$ cat config.mk
export PLATFORM = sky130hd
export DESIGN_NAME = rf_write_queue_flat
export DESIGN_NICKNAME = d
export VERILOG_FILES = /design/src/rtl/rf_write_queue_if.sv /design/src/rtl/rf_write_queue.sv /design/src/flat_wrapper.sv
export SDC_FILE = /design/constraint.sdc
export NUM_CORES = 1
export LEC_CHECK = 0
export BUFFER_PORTS_ARGS = -buffer_cell sky130_fd_sc_hd__buf_2
export CORE_ASPECT_RATIO = 0.5
export CORE_MARGIN = 2
export CORE_UTILIZATION = 30
export CTS_CLUSTER_SIZE = 12
export DETAILED_ROUTE_END_ITERATION = 8
export GPL_ROUTABILITY_DRIVEN = 1
export PLACE_DENSITY = 0.55
export SKIP_CTS_REPAIR_TIMING = 1
export SYNTH_ARGS = -nofsm -noshare
export SYNTH_HDL_FRONTEND = slang
export SYNTH_SLANG_ARGS = --single-unit
$ cat constraint.sdc
create_clock -name clk -period 7.1 [get_ports clk]
set_input_delay 0.355 -clock clk [delete_from_list [all_inputs] [get_ports clk]]
set_output_delay 0.355 -clock clk [all_outputs]
set_load 0.1 [all_outputs]
$ cat src/rtl/rf_write_queue_if.sv
// rf_write_queue_if
//   Bundles the write-queue signals: two producer request channels (A, B),
//   the drain hold control, the register-file write port, two bypass lookup
//   ports and the occupancy count.
//   master : the surrounding pipeline (drives requests, hold, lookup addresses)
//   slave  : the write queue itself (drives readies, rf_* port, hits, count)
interface rf_write_queue_if #(
  parameter int DEPTH = 4,
  parameter int AW    = 5,
  parameter int DW    = 32
);
  localparam int CW = $clog2(DEPTH + 1);

  logic          a_valid;
  logic [AW-1:0] a_reg;
  logic [DW-1:0] a_data;
  logic          a_ready;

  logic          b_valid;
  logic [AW-1:0] b_reg;
  logic [DW-1:0] b_data;
  logic          b_ready;

  logic          hold;

  logic          rf_we;
  logic [AW-1:0] rf_waddr;
  logic [DW-1:0] rf_wdata;

  logic [AW-1:0] rd_addr1;
  logic          rd_hit1;
  logic [DW-1:0] rd_data1;
  logic [AW-1:0] rd_addr2;
  logic          rd_hit2;
  logic [DW-1:0] rd_data2;

  logic [CW-1:0] count;

  modport master (
    output a_valid, a_reg, a_data, b_valid, b_reg, b_data, hold, rd_addr1, rd_addr2,
    input  a_ready, b_ready, rf_we, rf_waddr, rf_wdata,
           rd_hit1, rd_data1, rd_hit2, rd_data2, count
  );

  modport slave (
    input  a_valid, a_reg, a_data, b_valid, b_reg, b_data, hold, rd_addr1, rd_addr2,
    output a_ready, b_ready, rf_we, rf_waddr, rf_wdata,
           rd_hit1, rd_data1, rd_hit2, rd_data2, count
  );
endinterface

$ cat src/rtl/rf_write_queue.sv
// rf_write_queue
//   Write-side front end of the register file. Merges writeback requests from
//   producer A (main pipeline) and producer B (long-latency unit) into a single
//   register-file write port, one write per cycle, in arrival order. Pending
//   writes are visible to decode through two bypass lookup ports.
// Ports
//   clk  : clock, all state updates on the rising edge
//   rst  : asynchronous, active-low reset
//   bus  : rf_write_queue_if.slave -- requests/readies, hold, rf_* write port,
//          bypass lookups and occupancy count
module rf_write_queue #(
  parameter int DEPTH = 4,
  parameter int AW    = 5,
  parameter int DW    = 32
) (
  input  logic            clk,
  input  logic            rst,
  rf_write_queue_if.slave bus
);
  localparam int PW = (DEPTH > 1) ? $clog2(DEPTH) : 1;
  localparam int CW = $clog2(DEPTH + 1);

  logic [AW-1:0] regMem  [DEPTH];
  logic [DW-1:0] dataMem [DEPTH];
  logic [PW-1:0] headPtr;
  logic [PW-1:0] tailPtr;
  logic [PW-1:0] bTail;
  logic [CW-1:0] count;
  logic          accA;
  logic          accB;
  logic          pop;
  logic [1:0]    enqCount;

  // Pointer advance with wrap at DEPTH; DEPTH need not be a power of two.
  function automatic logic [PW-1:0] wrapAdd(input logic [PW-1:0] p, input logic [1:0] n);
    logic [PW+1:0] s;
    s = (PW+2)'(p) + (PW+2)'(n);
    if (s >= (PW+2)'(DEPTH)) s = s - (PW+2)'(DEPTH);
    return s[PW-1:0];
  endfunction

  // Walk valid entries oldest to newest so the newest match overwrites older
  // ones. Register 0 is never stored, but the guard keeps addr 0 from hitting.
  function automatic logic [DW:0] lookup(input logic [AW-1:0] addr);
    logic          hit;
    logic [DW-1:0] data;
    int            j;
    hit  = 1'b0;
    data = '0;
    for (int i = 0; i < DEPTH; i++) begin
      j = int'(headPtr) + i;
      if (j >= DEPTH) j = j - DEPTH;
      if ((i < int'(count)) && (addr != '0) && (regMem[PW'(j)] == addr)) begin
        hit  = 1'b1;
        data = dataMem[PW'(j)];
      end
    end
    return {hit, data};
  endfunction

  // Readiness uses only the registered count: a pop in the same cycle frees
  // nothing until the next edge. B only sees what is left after A's request.
  assign bus.a_ready = (count < CW'(DEPTH));
  assign bus.b_ready = (({1'b0, count} + (CW+1)'(bus.a_valid)) < (CW+1)'(DEPTH));

  // Register-0 writes complete the handshake but never occupy a slot.
  assign accA     = bus.a_valid && bus.a_ready && (bus.a_reg != '0);
  assign accB     = bus.b_valid && bus.b_ready && (bus.b_reg != '0);
  assign enqCount = {1'b0, accA} + {1'b0, accB};
  assign bTail    = wrapAdd(tailPtr, {1'b0, accA});

  // Drain the head whenever something is pending and the port is not borrowed.
  // Because count clears asynchronously, rf_we drops the moment rst falls.
  assign pop          = (count != '0) && !bus.hold;
  assign bus.rf_we    = pop;
  assign bus.rf_waddr = (count != '0) ? regMem[headPtr]  : '0;
  assign bus.rf_wdata = (count != '0) ? dataMem[headPtr] : '0;
  assign bus.count    = count;

  assign {bus.rd_hit1, bus.rd_data1} = lookup(bus.rd_addr1);
  assign {bus.rd_hit2, bus.rd_data2} = lookup(bus.rd_addr2);

  // Occupancy and pointers; reset discards every pending entry.
  always_ff @(posedge clk or negedge rst) begin
    if (!rst) begin
      headPtr <= '0;
      tailPtr <= '0;
      count   <= '0;
    end else begin
      if (pop) headPtr <= wrapAdd(headPtr, 2'd1);
      tailPtr <= wrapAdd(tailPtr, enqCount);
      count   <= count + CW'(enqCount) - CW'(pop);
    end
  end

  // Entry storage needs no reset: only slots covered by count are ever read.
  // A takes the tail slot first so it is older than a same-cycle B.
  always_ff @(posedge clk) begin
    if (accA) begin
      regMem[tailPtr]  <= bus.a_reg;
      dataMem[tailPtr] <= bus.a_data;
    end
    if (accB) begin
      regMem[bTail]  <= bus.b_reg;
      dataMem[bTail] <= bus.b_data;
    end
  end
endmodule

$ cat src/flat_wrapper.sv
// flat-port wrapper written by rule: the top's interface ports become plain ports
module rf_write_queue_flat 
#(
  parameter int DEPTH = 4,
  parameter int AW    = 5,
  parameter int DW    = 32
)
  (clk, rst, bus_a_valid, bus_a_reg, bus_a_data, bus_b_valid, bus_b_reg, bus_b_data, bus_hold, bus_rd_addr1, bus_rd_addr2, bus_a_ready, bus_b_ready, bus_rf_we, bus_rf_waddr, bus_rf_wdata, bus_rd_hit1, bus_rd_data1, bus_rd_hit2, bus_rd_data2, bus_count);
  rf_write_queue_if #(.DEPTH(DEPTH), .AW(AW), .DW(DW)) bus_i ();
  input  logic clk;
  input  logic rst;
  input wire logic [$bits(bus_i.a_valid)-1:0] bus_a_valid;
  input wire logic [$bits(bus_i.a_reg)-1:0] bus_a_reg;
  input wire logic [$bits(bus_i.a_data)-1:0] bus_a_data;
  input wire logic [$bits(bus_i.b_valid)-1:0] bus_b_valid;
  input wire logic [$bits(bus_i.b_reg)-1:0] bus_b_reg;
  input wire logic [$bits(bus_i.b_data)-1:0] bus_b_data;
  input wire logic [$bits(bus_i.hold)-1:0] bus_hold;
  input wire logic [$bits(bus_i.rd_addr1)-1:0] bus_rd_addr1;
  input wire logic [$bits(bus_i.rd_addr2)-1:0] bus_rd_addr2;
  output wire logic [$bits(bus_i.a_ready)-1:0] bus_a_ready;
  output wire logic [$bits(bus_i.b_ready)-1:0] bus_b_ready;
  output wire logic [$bits(bus_i.rf_we)-1:0] bus_rf_we;
  output wire logic [$bits(bus_i.rf_waddr)-1:0] bus_rf_waddr;
  output wire logic [$bits(bus_i.rf_wdata)-1:0] bus_rf_wdata;
  output wire logic [$bits(bus_i.rd_hit1)-1:0] bus_rd_hit1;
  output wire logic [$bits(bus_i.rd_data1)-1:0] bus_rd_data1;
  output wire logic [$bits(bus_i.rd_hit2)-1:0] bus_rd_hit2;
  output wire logic [$bits(bus_i.rd_data2)-1:0] bus_rd_data2;
  output wire logic [$bits(bus_i.count)-1:0] bus_count;
  assign bus_i.a_valid = bus_a_valid;
  assign bus_i.a_reg = bus_a_reg;
  assign bus_i.a_data = bus_a_data;
  assign bus_i.b_valid = bus_b_valid;
  assign bus_i.b_reg = bus_b_reg;
  assign bus_i.b_data = bus_b_data;
  assign bus_i.hold = bus_hold;
  assign bus_i.rd_addr1 = bus_rd_addr1;
  assign bus_i.rd_addr2 = bus_rd_addr2;
  assign bus_a_ready = bus_i.a_ready;
  assign bus_b_ready = bus_i.b_ready;
  assign bus_rf_we = bus_i.rf_we;
  assign bus_rf_waddr = bus_i.rf_waddr;
  assign bus_rf_wdata = bus_i.rf_wdata;
  assign bus_rd_hit1 = bus_i.rd_hit1;
  assign bus_rd_data1 = bus_i.rd_data1;
  assign bus_rd_hit2 = bus_i.rd_hit2;
  assign bus_rd_data2 = bus_i.rd_data2;
  assign bus_count = bus_i.count;
  rf_write_queue #(.DEPTH(DEPTH), .AW(AW), .DW(DW)) u_core (.clk(clk), .rst(rst), .bus(bus_i));
endmodule
* After elaboration in Yosys (flattened, before gate mapping)
Memories as Yosys holds them, arrays and structs flattened. Index checks and enable logic that the tools add are counted.
Storage, ports and cells: bits in registers 7, memories kept 2, output and inout bits 109, input port bits 89, logic and storage cells 99, memory bits (writable) 148
Cells by class: $add $sub $neg 17, reductions and logical operators 27, eq/ne operators 8, $lt $le $gt $ge 13, mux-type cells 29
Memory list:
- u_core.dataMem | words 4, bits a word 32, read ports 5, clocked after memory_dff 0, write ports 2, line rf_write_queue.sv:24 | logic [DW-1:0] dataMem [DEPTH];
- u_core.regMem | words 4, bits a word 5, read ports 5, clocked after memory_dff 0, write ports 2, line rf_write_queue.sv:23 | logic [AW-1:0] regMem [DEPTH];
Operator list (count):
- 2-to-1 mux 32 bit | 9
- == test 5 bit | 8
- logical AND 1 bit | 21
- nonzero test 5 bit | 4
- greater-or-equal comparator 3 bit, second input constant | 6
- 2-to-1 mux 2 bit | 7
- subtractor 2 x 1 -> 2 bit, second input constant | 7
- 2-to-1 mux 1 bit | 12
- adder 2 x 1 -> 3 bit, second input constant | 2
- adder 2 x 2 -> 3 bit, second input constant | 2
- less-than comparator 1 x 3 -> 1 bit, first input constant | 2
- less-than comparator 2 x 3 -> 1 bit, first input constant | 2
- 2-to-1 mux 5 bit | 1
- adder 3 x 1 -> 4 bit | 1
- less-than comparator 4 x 3 -> 1 bit, second input constant | 1
- adder 2 x 1 -> 3 bit | 1
- adder 2 x 2 -> 3 bit | 1
- adder 3 x 2 -> 3 bit | 1
- greater-or-equal comparator 2 x 3 -> 1 bit, second input constant | 1
- less-than comparator 3 bit, second input constant | 1
- nonzero test 3 bit | 1
- subtractor 3 x 1 -> 3 bit | 1
- adder 1 x 1 -> 2 bit | 1
- zero test 1 bit | 1

* Depth between registers and ports, before layout
Gate-level depths: netlist of run 1. An unclocked memory read counts as a cell.
depth in word-level cells 9, gate-level depth with buffers 13, depth with buffers taken out 10

* Least setup slack after synthesis of run 1
No wires, ideal clock.
path kind register -> register, start register u_core.count[1], in the netlist u_core.bus.count[1], end memory u_core.dataMem[1][0] (enable), slack 1.603 ns, library setup time 0.445 ns, buffers on the path 0, cell stages (with the launch flop) 6, data required time 6.655 ns, period minus slack after synthesis 5.497 ns, arrival 5.052 ns, path through dfrtp_1 -> a31oi_1 -> o211ai_1 -> inv_1 -> nand2_1 -> o22ai_1
RTL lines:
- start, declared | line rf_write_queue.sv:28 | logic [CW-1:0] count;
- start signal, assigned | line rf_write_queue.sv:92 | count <= count + CW'(enqCount) - CW'(pop);
- end, declared | line rf_write_queue.sv:24

* Worst setup path after layout of run 1
start register u_core.headPtr[1], end output port bus_rd_data2[4]
On the way: longest elaborated chain between the ends 9, elaborated cells on any way between the ends 29, those cells by class add/sub: 7; order compare: 4; eq/ne: 4; mux: 8; reduce/logical: 4; memory: 2
RTL lines:
- start, declared | line rf_write_queue.sv:25 | logic [PW-1:0] headPtr;
- start signal, assigned | line rf_write_queue.sv:90 | if (pop) headPtr <= wrapAdd(headPtr, 2'd1);
- adder 2 x 1 -> 3 bit, or another cell as far along | line rf_write_queue.sv:51 | j = int'(headPtr) + i;
- greater-or-equal comparator 3 bit, or another cell as far along | line rf_write_queue.sv:52 | if (j >= DEPTH) j = j - DEPTH;
- 2-to-1 mux 2 bit / memory read (4 x 5 bit) (equally long branches)
- memory read (4 x 5 bit) / == test 5 bit (equally long branches)
- == test 5 bit / logical AND 1 bit (equally long branches) | line rf_write_queue.sv:53 | if ((i < int'(count)) && (addr != '0) && (regMem[PW'(j)] == addr)) begin
- logical AND 1 bit / 2-to-1 mux 32 bit (equally long branches) | line rf_write_queue.sv:53
- 2-to-1 mux 32 bit (2 in a row) | line rf_write_queue.sv:53
- 2-to-1 mux 32 bit (*) | line rf_write_queue.sv:53
- end, declared | line flat_wrapper.sv:29 | output wire logic [$bits(bus_i.rd_data2)-1:0] bus_rd_data2;
Mark *: on every way between the ends. The rest lies on a longest branch, timed or not.

==> impl_metrics.tcl, run 1 <==
set metrics [dict create \
    drc 0 \
    clock-sinks 155 \
    drive_gt1_share_pct 30.0 \
    antenna_found_initial 8 \
    clkSlewWorstSetupHoldPaths_ps 70 \
    synth_nets 1663 \
    worst_pin_slew_ps 1080 \
    syn_area_mm2 0.0148 \
    core.rowCount 57 \
    cts_buffers 17 \
    ys_ff_latch 155 \
    grt_max_degree 112 \
    rsz0062_at_grt "false" \
    viasPerCell 5.69 \
    numPortBuffers 197 \
    cts_max_path_buffers 2 \
    crit_type "reg -> out" \
    dieArea_mm2 0.0514 \
    crit_path_start_kind "flop" \
    synth_ff_type "edfxtp_1" \
    avgRoutedWirePerCell_um 22.0 \
    status "complete, no violations" \
    hold_ws_ps 240 \
    crit_fanout 58 \
    synth_cells 1567 \
    gr-total-overflow 0 \
    track_usage_pct 19.2 \
    max_freq_mhz 189 \
    endpoint_kind "output port" \
    timing.setup.tns_ps 0 \
    fin_skew_ps 8.41 \
    synthToLayoutAreaGrowth_pct 14.0 \
    boundaryPins 198 \
    clockRootBuffer "clkbuf_16" \
    drt-initial-drc-count 1379 \
    synth_cell_type_count 59 \
    layout_commonest_cell "nor2_1" \
    die_x_um 319 \
    layout_common_cells "nor2_1 (209), buf_2 (197), mux2_2 (178)" \
    grt_pass1_wl_um 75500 \
    firstDrtPassIters 5 \
    ant_nets 0 \
    core_mm2 0.0487 \
    hpwl_um 31500 \
    maxSlewViolCount 0 \
    setup_viol 0 \
    grt_pass1_vias 12200 \
    routed_wl_um 51200 \
    htree_levels 4 \
    nets 1754 \
    vias 13200 \
    timing.final.crit_share_pct 74.4 \
    clk-insertion-delay-late_ps 450 \
    fp.dieH_um 161 \
    synthArstFlopShare_pct 4.52 \
    slew-limit-headroom_pct 27.9 \
    min_period_ps 5290 \
    ys_warn_count 0 \
    min_path_type "in -> reg" \
    arrival_ps 4930 \
    syn_area_per_cell_um2 9.47 \
    initial_utilization_pct 30.5 \
    cts_tree "built" \
    synth_edf_count 148 \
    hold_viol_final 0 \
    maxCapViolations 0 \
    crit_required_ps 6740 \
    yosysSeqAreaShare_pct 31.1 \
    place_congestion 0.878 \
]
sequential cells by signal, summed over array words and instances, names as in the netlist:
name,cells
u_core.dataMem,128
u_core.tailPtr,2
u_core.regMem,20
u_core.headPtr,2
u_core.bus.count,3
layout make-up:
type | count | area [um2]
flip-flops and latches | 155 | 4630
inverters | 49 | 184
well taps | 649 | 812
clock buffers | 18 | 429
diodes | 3 | 7.51
multi-input cells | 1208 | 9470
repair buffers | 227 | 1230
fillers | 4952 | 31800
clock inverters | 14 | 169
Yosys cell counts (all sizes together), types with 14 or more instances:
master,n,area share (%)
nor3,57,1.9
mux2,181,14
o21ba,29,2.0
o21ai,61,2.1
mux4,19,2.9
nor2,212,5.4
inv,48,1.2
clkbuf,95,2.4
a21oi,38,1.3
a221oi,30,1.8
nor2b,14,0.59
mux2i,161,11
a2bb2oi,21,1.2
nand3b,21,1.1
xor2,16,0.94
nand2,39,0.99
a211oi,39,2.1
xnor2,30,1.8
o221ai,17,1.0
or3,22,0.93
edfxtp,148,30
a31o,21,1.2
o22ai,27,1.1
a21o,42,2.1
buf,60,2.2
o31ai,51,2.6
worst max-delay path, stage by stage (launching register included):
cell     delay, ps
dfrtp_4        960
mux2_2         440
and3_1         180
or4_1          410
nor4_2         630
o211a_1        700
buf_4          390
a31o_1         280
buf_2          460
path summary, 6_finish.rpt:
path                                     startpoint                    end  slack (ps)  depth (start not counted)
min in group asynchronous                       rst    u_core.bus.count[1]         270                          2
worst max register to register  u_core.bus.count[2]  u_core.dataMem[3][26]        3890                          7
worst min register to register    u_core.tailPtr[0]      u_core.tailPtr[0]         560                          1
worst max-delay path              u_core.headPtr[1]        bus_rd_data2[4]        1810                          8
worst min-delay path                       bus_hold      u_core.headPtr[0]         240                          3
max in group asynchronous                       rst      u_core.headPtr[1]        6630                          2
per-layer routing:
| layer | wire [um] | part of all wire (%) | global-route usage [%] |
|---|---|---|---|
| met5 | 45 | 0.088 | 0 |
| met4 | 1270 | 2.5 | 6.74 |
| met3 | 2620 | 5.1 | 2.95 |
| met2 | 25500 | 50 | 33.4 |
| met1 | 21700 | 42 | 24.3 |
stage by stage:
| step | cell area [um2] | setup WS (ps) | instances | utilization [%] |
|---|---|---|---|---|
| 3_5_place_dp | 16300 | 2390 | 2287 | 33.5 |
| 6_report | 16900 | 1810 | 2323 | 34.7 |
| 5_1_grt | 16900 | 1640 | 2322 | 34.7 |
| 2_1_floorplan | 14800 | 1600 | 1567 | - |
| 4_1_cts | 16900 | 1880 | 2319 | 34.7 |
| 3_3_place_gp | 16300 | 2400 | 2287 | 33.5 |
cells by family (layout without fill, tap and decap cells):
group,after synthesis,after routing,synth area share [%]
buffers and inverters,204,308,5.86
and+or+nand+nor,395,395,12.3
DFF,155,155,31.1
muxes,361,361,27.5
adders and majority gates,7,7,0.640
xor gates and xnor gates,46,46,2.71
other,0,3,0
AOI/OAI and AO/OA,399,399,19.9
Power of run 1 is not shown: default switching activity piles up to over one toggle a cycle in this logic, so the estimate is an artifact.
==> inputs of run 2 (changes only) <==
Clock period 7.1 ns to 5.45 ns, I/O delays scaled along.
==> run 2 against run 1 <==
Against the previous run: final area up 5.7%; die area unchanged; largest cell class unchanged; sequential share of layout area down 1.5 points.
==> impl_metrics.tcl, run 2 (same netlist as run 1, synthesis figures left out) <==
set metrics [dict create \
    slowest_delay_ps 910 \
    timing.final.ws_setup_ps 632 \
    cts_buffers 17 \
    largest_reg_flops 128 \
    hpwl_um 33900 \
    reg_top3 "u_core.dataMem (128), u_core.regMem (20), u_core.bus.count (3)" \
    gr-total-overflow 0 \
    die_x_um 319 \
    place_congestion 0.875 \
    routed_wl_um 52600 \
    grt_pass1_wl_um 79400 \
    top_layer "met5" \
    arrival_ps 4550 \
    cts_tree "built" \
    boundaryPins 198 \
    hold_viol_final 0 \
    drive_gt1_share_pct 30.6 \
    numPortBuffers 197 \
    wl_met3_um 2800 \
    min_path_type "in -> reg" \
    maxCapViolations 0 \
    synthToLayoutAreaGrowth_pct 20.5 \
    nets 1762 \
    core.rowCount 57 \
    status "complete, no violations" \
    maxSlewViolCount 0 \
    drt-initial-drc-count 1319 \
    dieArea_mm2 0.0514 \
    timing.final.crit_share_pct 88.4 \
    crit_required_ps 5180 \
    pre_cts_slack_ps 1140 \
    track_usage_pct 20.0 \
    firstDrtPassIters 6 \
    wl_met2_um 25700 \
    fp.dieH_um 161 \
    initial_utilization_pct 30.5 \
    clockRootBuffer "clkbuf_16" \
    viasPerCell 5.70 \
    timing.setup.tns_ps 0 \
    crit_path_start_kind "flop" \
    worst_pin_slew_ps 1170 \
    crit_fanout 56 \
    vias 13300 \
    core_mm2 0.0487 \
    max_freq_mhz 208 \
    layout_common_cells "nor2_1 (209), mux2_2 (178), mux2i_1 (161)" \
    antenna_found_initial 8 \
    avgRoutedWirePerCell_um 22.5 \
    htree_levels 4 \
    clock-sinks 155 \
    ant_nets 0 \
    crit_path_cell_trace "mux4_2, xor2_1, nor4_4, and2_2, buf_4, a221oi_1, o221ai_1, o221ai_1, buf_12" \
    crit_type "reg -> out" \
    met1_length_um 22800 \
    r2r_setup_slack_ps 2270 \
    cts_max_path_buffers 2 \
    layout_commonest_cell "nor2_1" \
    clk-insertion-delay-late_ps 470 \
    top_register "u_core.dataMem" \
    grt_pass1_vias 12500 \
    clkSlewWorstSetupHoldPaths_ps 70 \
    dp.cells 2295 \
    endpoint_kind "output port" \
    setup_viol 0 \
    critPathSlowestCell "dfrtp_4" \
    grt_max_degree 91 \
    rsz0062_at_grt "false" \
    critPathMostFrequentCell "o221ai_1" \
    slew-limit-headroom_pct 21.9 \
    fin_skew_ps 11.9 \
    stdcell_count 2333 \
    drc 0 \
    min_period_ps 4820 \
]
==> run 2: changes by cell type in the layout (fill, tap and decap cells not counted), sizes merged <==
cell / change
buf: +8
bufinv: -2
diode: +2
inv: +2
clkbuf: -1
clkinv: +1
==> run 2: metrics by stage <==
| step | hold slack, ps | area, um2 | util, % |
|---|---|---|---|
| 6_report | 141 | 17900 | 36.7 |
| 4_1_cts | -380 | 17900 | 36.7 |
| 3_3_place_gp | 121 | 17300 | 35.5 |
| 3_5_place_dp | 116 | 17300 | 35.5 |
| 5_1_grt | 143 | 17900 | 36.7 |
| 2_1_floorplan | -23.1 | 14900 | - |
==> run 2: worst paths after layout <==
path | startpoint | end | depth (start not counted)
max | u_core.headPtr[1] | bus_rd_data2[15] | 9
min reg2reg | u_core.tailPtr[0] | u_core.tailPtr[0] | 1
min | bus_hold | u_core.headPtr[0] | 3
min in group asynchronous | rst | u_core.bus.count[0] | 2
max reg2reg | u_core.bus.count[2] | u_core.dataMem[3][7] | 7
max in group asynchronous | rst | u_core.headPtr[0] | 2
==> run 2: cell type report <==
class,instances,area (um2)
antenna,5,12.5
fill,4859,30800
clock inverter,15,141
tap,649,812
multi-input combinational,1208,9460
timing repair buffer,235,2220
inverter,49,184
clock buffer,17,425
sequential,155,4630
==> run 2: critical path, delay by kind of cell, from the launching register on <==
kind | cells | cell delay [ps]
flip-flops | 1 | 910
AND/OR/NAND/NOR | 2 | 1150
AO/OA/AOI/OAI | 3 | 610
multiplexers | 1 | 630
XOR/XNOR | 1 | 180
buffers and inverters | 2 | 580
==> run 2: layer usage <==
layer  vias to the layer above  global-route usage (%)
met5                         -                       0
met4                         4                    7.09
met3                        72                    2.52
met2                       477                    33.9
met1                      6590                    26.5
li1                       6160                       -
Power of run 2 is left out for the same reason.
==> inputs of run 3 (changes only) <==
Settings changed: BUFFER_PORTS_ARGS -buffer_cell sky130_fd_sc_hd__buf_2 to not set, DONT_BUFFER_PORTS set to 1, PLACE_DENSITY 0.55 to 0.52.
==> run 3 against run 2 <==
Against the previous run: utilization down 0.17 points; register-to-register slack lost 970 ps; maximum frequency shrank 2.5%; first-iteration DRC count down 3.9%; die area unchanged; non-clock buffer count down 118; hold slack got worse by 120 ps; critical path type unchanged; largest cell class unchanged.
==> impl_metrics.tcl, run 3 (same netlist as run 1, synthesis figures left out) <==
set metrics [dict create \
    cts_tree "built" \
    setup_viol 0 \
    endpoint_kind "output port" \
    stdcell_count 2210 \
    dieArea_mm2 0.0514 \
    min_from "bus_a_data[20]" \
    cts_buffers 17 \
    holdPathStages 1 \
    crit_path_cell_trace "buf_4, mux4_2, xor2_1, nor4_1, and4b_1, o21ai_4, buf_4, o31ai_4, buf_4" \
    slew-limit-headroom_pct 11.1 \
    maxSlewViolCount 0 \
    reg_top3 "u_core.dataMem (128), u_core.regMem (20), u_core.bus.count (3)" \
    maxCapViolations 0 \
    core.rowCount 57 \
    top_register "u_core.dataMem" \
    place_congestion 0.866 \
    avgRoutedWirePerCell_um 24.0 \
    r2r_cells 9 \
    htree_levels 4 \
    reg2reg_from "u_core.bus.count[2]" \
    grt_pass1_wl_um 78800 \
    fp.dieH_um 161 \
    crit_path_start_kind "flop" \
    arrival_ps 4670 \
    grt_max_degree 94 \
    routed_wl_um 53000 \
    ff_latch_area_mm2 0.00463 \
    vias 12900 \
    cp_top_family "buffers and inverters" \
    placed_cell_area_mm2 0.0172 \
    slowest_delay_ps 1010 \
    crit_type "reg -> out" \
    crit_required_ps 5180 \
    rsz0062_at_grt "false" \
    pre_cts_slack_ps 975 \
    hpwl_um 34200 \
    layout_common_cells "nor2_1 (206), mux2_2 (178), mux2i_1 (161)" \
    core_mm2 0.0487 \
    timing.final.ws_setup_ps 506 \
    cts_max_path_buffers 2 \
    nets 1644 \
    min_period_ps 4940 \
    die_x_um 319 \
    antenna_cells 0 \
    min_path_type "in -> reg" \
    r2r_setup_slack_ps 1300 \
    cp_num_buf_inv 3 \
    max_freq_mhz 202 \
    firstDrtPassIters 5 \
    largest_reg_flops 128 \
    worst_pin_slew_ps 1330 \
    clk-insertion-delay-late_ps 470 \
    hold_viol_final 0 \
    viasPerCell 5.83 \
    fillers 4799 \
    hold_end "u_core.dataMem[3][20]" \
    r2r-end "u_core.dataMem[1][18]" \
    clock-sinks 155 \
    synthToLayoutAreaGrowth_pct 19.9 \
    drt-initial-drc-count 1268 \
    crit_fanout 44 \
    gr-total-overflow 0 \
    stdcell_area_mm2 0.0178 \
    status "complete, no violations" \
    timing.setup.tns_ps 0 \
    clockRootBuffer "clkbuf_16" \
    ant_nets 0 \
    initial_utilization_pct 30.5 \
    critPathMostFrequentCell "buf_4" \
    drc 0 \
    timing.final.crit_share_pct 90.7 \
    clkSlewWorstSetupHoldPaths_ps 80 \
    fin_skew_ps 11.2 \
    numPortBuffers 0 \
    layout_commonest_cell "nor2_1" \
    boundaryPins 198 \
    multi_input_area_mm2 0.0103 \
    critPathSlowestCell "o21ai_4" \
    drive_gt1_share_pct 30.2 \
    antenna_found_initial 0 \
    grt_pass1_vias 12700 \
    dp.cells 2171 \
    track_usage_pct 20.3 \
]
run 3: worst register-to-register path, delay by kind of cell (launching register included):
kind	cells	cell delay (ps)
AO/OA/AOI/OAI	1	250
adder cells (fa/ha/maj)	1	380
buffers and inverters	4	1800
flip-flops	1	420
multiplexers	1	440
AND/OR/NAND/NOR	2	620
run 3: worst max path at each step:
stage | cells after the start | startpoint | to
CTS | 9 | u_core.headPtr[0] | bus_rd_data1[15]
finish | 9 | u_core.headPtr[0] | bus_rd_data1[15]
detailed placement | 9 | u_core.headPtr[0] | bus_rd_data1[15]
global route | 9 | u_core.headPtr[0] | bus_rd_data1[30]
floorplan | 9 | u_core.bus.count[2] | bus_rd_data1[16]
global placement | 9 | u_core.headPtr[0] | bus_rd_data1[15]
run 3: area by class of cell:
cell class | count | share of cell area [%]
Tap cell | 649 | 4.56
Sequential cell | 155 | 26.0
Clock buffer | 17 | 2.39
Multi-Input combinational cell | 1208 | 58.0
Clock inverter | 15 | 0.780
Timing Repair Buffer | 117 | 7.21
Inverter | 49 | 1.04
run 3: layer usage:
| layer | track usage, % | share of wire [%] | vias to the layer above |
|---|---|---|---|
| li1 | - | - | 5884 |
| met1 | 25.3 | 42 | 6419 |
| met2 | 34.2 | 48 | 477 |
| met3 | 4.59 | 6.7 | 113 |
| met4 | 8.06 | 3.6 | 0 |
| met5 | 0 | 0 | - |
run 3: per-stage QoR:
step,hold slack [ps],util (%)
5_1_grt,0.0265,36.6
2_1_floorplan,-23.1,-
4_1_cts,-527,36.4
3_5_place_dp,-22.4,35.2
3_3_place_gp,-22.4,35.2
6_report,16.5,36.6
Power of run 3 is left out for the same reason.
